**config.mk**
```make
export PLATFORM = sky130hd
export DESIGN_NAME = fetch_request_unit
export DESIGN_NICKNAME = d
export VERILOG_FILES = /design/src/rtl/fetch_request_unit.sv
export SDC_FILE = /design/constraint.sdc
export NUM_CORES = 1
export LEC_CHECK = 0
export ABC_CLOCK_PERIOD_IN_PS = 5140
export CORE_ASPECT_RATIO = 0.8
export CORE_MARGIN = 4
export CORE_UTILIZATION = 40
export CTS_BUF_LIST = sky130_fd_sc_hd__clkbuf_8
export DETAILED_ROUTE_END_ITERATION = 8
export PLACE_DENSITY = 0.72
export SETUP_SLACK_MARGIN = 0.15
export SYNTH_ARGS = -nofsm -noshare
export SYNTH_HDL_FRONTEND = slang
export SYNTH_SLANG_ARGS = --single-unit
```
**constraint.sdc**
```tcl
create_clock -name CLK -period 5.14 [get_ports CLK]
set_clock_uncertainty 0.15 [all_clocks]
set_input_delay 1.028 -clock CLK [delete_from_list [all_inputs] [get_ports CLK]]
set_output_delay 1.028 -clock CLK [all_outputs]
set_load 0.01 [all_outputs]
```
**src/rtl/fetch_request_unit.sv**
```systemverilog
// Multicycle MIPS sequencer: owns the PC, issues fetch/data requests, retires each instruction with a one-cycle commit.
// Two cycles minimum per instruction (three for loads/stores); waits indefinitely on ihit in FETCH and on dhit in MEM.
module fetch_request_unit #(
  parameter logic [31:0] PC_INIT = 32'h0000_0000
) (
  input  logic        CLK,
  input  logic        RST,
  input  logic        ihit,
  input  logic [31:0] imemload,
  input  logic        dhit,
  input  logic        halt_in,
  input  logic [1:0]  Jump,
  input  logic        PCSrc,
  input  logic        dREN_in,
  input  logic        dWEN_in,
  input  logic [31:0] rs_data,
  output logic [31:0] instr,
  output logic [31:0] imemaddr,
  output logic        imemREN,
  output logic        dmemREN,
  output logic        dmemWEN,
  output logic [31:0] pc_plus4,
  output logic        commit,
  output logic        halt
);

  typedef enum logic [1:0] {
    S_FETCH  = 2'd0,
    S_EXEC   = 2'd1,
    S_MEM    = 2'd2,
    S_HALTED = 2'd3
  } state_t;

  state_t      state_q, state_d;
  logic [31:0] pc_q, pc_d;
  logic [31:0] instr_q, instr_d;
  logic        mem_wr_q, mem_wr_d;
  logic [31:0] next_pc;
  logic [31:0] br_off;
  logic        retire;
  logic        unused_rs_lsbs;

  assign unused_rs_lsbs = ^rs_data[1:0];
  assign pc_plus4 = pc_q + 32'd4;
  assign imemaddr = pc_q;
  assign instr    = instr_q;
  assign br_off   = {{14{instr_q[15]}}, instr_q[15:0], 2'b00};

  always_comb begin
    case (Jump)
      2'd1:    next_pc = {rs_data[31:2], 2'b00};
      2'd2:    next_pc = {pc_plus4[31:28], instr_q[25:0], 2'b00};
      default: next_pc = PCSrc ? pc_plus4 : (pc_plus4 + br_off);
    endcase
  end

  // An instruction retires either straight out of EXEC or when its data access completes.
  assign retire = ((state_q == S_EXEC) && !halt_in && !(dREN_in || dWEN_in)) ||
                  ((state_q == S_MEM) && dhit);

  always_ff @(posedge CLK) begin
    if (RST) begin
      state_q  <= S_FETCH;
      pc_q     <= PC_INIT;
      instr_q  <= '0;
      mem_wr_q <= 1'b0;
    end else begin
      state_q  <= state_d;
      pc_q     <= pc_d;
      instr_q  <= instr_d;
      mem_wr_q <= mem_wr_d;
    end
  end

  always_comb begin
    state_d  = state_q;
    pc_d     = pc_q;
    instr_d  = instr_q;
    mem_wr_d = mem_wr_q;
    case (state_q)
      S_FETCH: begin
        if (ihit) begin
          instr_d = imemload;
          state_d = S_EXEC;
        end
      end
      S_EXEC: begin
        if (halt_in) begin
          state_d = S_HALTED;
        end else if (dREN_in || dWEN_in) begin
          mem_wr_d = dWEN_in;
          state_d  = S_MEM;
        end else begin
          state_d = S_FETCH;
        end
      end
      S_MEM: begin
        if (dhit) state_d = S_FETCH;
      end
      default: state_d = S_HALTED;
    endcase
    if (retire) pc_d = next_pc;
  end

  always_comb begin
    imemREN = (state_q == S_FETCH);
    dmemREN = (state_q == S_MEM) && !mem_wr_q;
    dmemWEN = (state_q == S_MEM) && mem_wr_q;
    halt    = (state_q == S_HALTED);
    commit  = retire && !RST;
  end

endmodule
```
==> summary.txt <==
Layout
  – Layout net count: 956
  – Layout fillers: 1197
  – Layout cell share with drive strength beyond 1: 4.706%
  – P&R area growth vs syn: 38.86%
  – Cell area after layout: 7193 µm²
  – ANT cells: 0

Drt
  – Antenna Nets Post-Route: 0
  – Average routed wire per standard cell: 18.94 µm
  – DRT met1 WL: 8645 µm
  – Vias post-DR: 5920
  – Iteration-0 DRC count of the detailed router: 546
  – Residual DRC count: 0
  – Uppermost layer routed: met4
  – TritonRoute pass-1 iters: 5
  – Vias per cell: 5.798
  – Total wire length: 19330 µm
  – Met3 Routed Length: 1819 µm
  – Met2 wire length: 8555 µm

Floorplan
  – Starting Density: 41.67%
  – Overall die width: 135.2 µm
  – # rows: 36
  – Die Ht: 109.8 µm
  – I/O Pins: 175
  – Core box area: 12430 µm²
  – Die Area: 14850 µm²

Timing
  – Clock period minus worst slack: 4.471 ns
  – Final hold viol count: 0
  – Setup tns final: 0 ns
  – Final period util: 86.99%
  – Fin. max-slew vios: 0
  – Slew headroom: 20.28%
  – RSZ-0062 raised after global routing: no
  – Fmax: 223.6 MHz
  – Final setup vio count: 0
  – Worst slew pin tran: 1.196 ns

Global route
  – Number of global-route vias before repair: 5625
  – Gr usage total: 26.07%
  – Initial antenna violation count: 0
  – Largest net degree at the start of global routing: 46
  – First-pass GRT wire length: 30590 µm
  – Overflow after GRT: 0

Synth
  – Ranking of synthesized cells by area: dfxtp_1 25%, nand2_1 9.3%, ha_1 8.7%
  – Yosys warns: 0
  – Mapped Area: 5180 µm²
  – Yosys top cell area share: 25.12%
  – Top FF cell, synth: dfxtp_1
  – Gate Count Post-Synth: 698
  – Sequential area share after synthesis: 25.12%
  – Yosys top cell by area: dfxtp_1
  – Ys async rst share: 0%
  – EDFF count, synth: 0
  – Flops & latches, synth: 65
  – Mean cell area of the mapped netlist: 7.421 µm²
  – Number of distinct library cells after synthesis: 57

Clock tree
  – CTS tree: yes
  – CTS Hold Buffers Added: 0
  – Worst-case clock buffer depth: 2
  – CTS Buf Count: 9
  – H-tree levels: 3
  – Post CTS Setup Buffer Count: 0
  – Clk root buf: clkbuf_8
  – Clock latency on the worst-skew pair: 0.36 ns
  – Clock transition at path regs: 0.08 ns
  – CTS sink count: 65

Setup path
  – Critical path startpoint category: register
  – WP data required: 3.96 ns
  – Slowest CP cell: clkdlybuf4s50_1
  – Max FO, Critical Path: 7
  – WP buf/inv: 1
  – CP cell instances: nand3_1 > nor3_2 > and4_1 > and3_1 > nand3_1 > xnor2_1 > clkdlybuf4s50_1
  – Critical Path Stages: 7
  – CP endpoint kind: output port
  – Data arrival time of the worst path: 3.29 ns
  – R2r worst-path depth: 17
  – Worst Setup Path Type: register to output port
  – Most frequent CP cell: nand3_1
  – Crit path max-delay family: simple AND/OR/NAND/NOR gates
  – CP peak stage delay: 0.63 ns

Power and ir drop
  – Final Power: 1.437 mW
  – Peak VDD IR: 150.2 µV
  – P per Cell Area: 199.8 nW/µm²
  – LEAKAGE: 2.892 nW

Place
  – Gpl congestion: 0.9614
  – Dpl hpwl: 15080 µm
  – Post-DP Area: 6982 µm²
  – IO buf count: 168

Hold path
  – Path type of the worst min-delay path: register to register
  – Hold Path Depth: 2

Run
  – Max-cap violations: 0

Outcome
  – Outcome: complete, no violations
area by class of cell:
class | instances | area (µm²) | share of cell area [%]
clock buffer | 10 | 137.6 | 1.913
clock inverter | 6 | 66.31 | 0.9219
inverter | 10 | 37.54 | 0.5218
multi-input combinational | 579 | 3665 | 50.95
sequential | 65 | 1301 | 18.09
tap | 171 | 214.0 | 2.974
timing repair buffer | 180 | 1772 | 24.63
per-stage QoR:
stage,instances,hold WS [ns],util (%),setup WS [ns]
floorplan,701,0.3176,-,1.091
global placement,1005,0.2933,56.16,0.7109
detailed placement,1005,0.2986,56.16,0.6371
CTS,1021,0.3128,57.80,0.6038
global route,1021,0.3382,57.86,0.1782
finish,1021,0.3151,57.86,0.6687
cell usage after synthesis, types with 3 or more instances:
master    count
and3_1       11
o221ai_1      7
a211oi_1     15
a221oi_1     21
mux2i_1       7
nand4_1      10
a21oi_1      82
o211ai_1      6
xor2_1       17
nor3_1        9
and2_1        5
a221o_1       7
nor2b_1       5
nor4_1        4
dfxtp_1      65
o21ai_0      21
xnor2_1      33
clkbuf_1     40
a32o_1        6
or2_2         3
nand2b_1      9
o41ai_1       5
ha_1         36
nand2_1     128
buf_4         4
a31oi_1       4
inv_1        10
a21o_1       18
buf_2         3
nand3_1      18
nor2_1       55
worst paths after layout:
| path | slack, ns | endpoint | start |
|---|---|---|---|
| worst max-delay path | 0.67 | pc_plus4[31] | imemaddr[4]$_SDFFE_PP0N_ |
| worst min register to register | 0.32 | instr[31]$_SDFFE_PP0P_ | instr[31]$_SDFFE_PP0P_ |
| worst max register to register | 0.69 | imemaddr[31]$_SDFFE_PP0N_ | imemaddr[2]$_SDFFE_PP0N_ |
| worst min-delay path | 0.32 | instr[31]$_SDFFE_PP0P_ | instr[31]$_SDFFE_PP0P_ |
report_power, final:
part | internal [mW] | switching [mW] | total (mW)
clock | 0.238 | 0.222 | 0.460
combinational | 0.195 | 0.213 | 0.408
sequential | 0.530 | 0.0399 | 0.570
sequential cells by signal (all words and copies together) (netlist names):
register  flops
imemaddr     30
instr        32
mem_wr_q      1
state_q       2
layout by cell type, fill, tap and decap left out, drive strengths merged, types with 5 or more instances in the layout:
cell	n
a211oi	15
a21o	18
a21oi	82
a221o	7
a221oi	22
a32o	6
and2	5
and3	11
buf	12
clkbuf	10
clkdlybuf4s50	168
dfxtp	65
ha	36
inv	12
mux2i	7
nand2	128
nand2b	9
nand3	18
nand4	10
nor2	55
nor2b	5
nor3	10
o211ai	6
o21ai	23
o221ai	7
o41ai	6
xnor2	33
xor2	17
worst reg2reg max path, delay by kind of cell (launching register included):
| kind | cells | cell delay [ns] |
|---|---|---|
| flip-flops | 1 | 0.43 |
| AND/OR/NAND/NOR | 8 | 1.28 |
| XOR/XNOR | 1 | 0.30 |
| adder cells (fa/ha/maj) | 2 | 0.62 |
| AO/OA/AOI/OAI | 4 | 1.18 |
| multiplexers | 1 | 0.17 |
| buffers and inverters | 1 | 0.20 |
cells by family after synthesis:
| group | Yosys count | synth area share (%) |
|---|---|---|
| compound gates | 216 | 28.58 |
| xor+xnor | 50 | 8.454 |
| fa+ha+maj | 37 | 9.082 |
| buf+inv | 57 | 4.493 |
| flops | 65 | 25.12 |
| mux | 8 | 1.570 |
| other cells | 1 | 0.07239 |
| simple gates | 264 | 22.63 |
routing by layer:
| layer | GRT usage, % | vias up |
|---|---|---|
| met5 | 0 | - |
| met4 | 6.691 | 0 |
| met3 | 6.679 | 27 |
| met2 | 39.81 | 263 |
| met1 | 36.67 | 2794 |
| li1 | - | 2836 |
repair_timing:
item	in CTS	in global routing
resized for setup	0	1
endpoints found under the setup margin	0	1
hold endpoints to repair	0	0
Note: power is estimated with default switching activity, not from simulation.
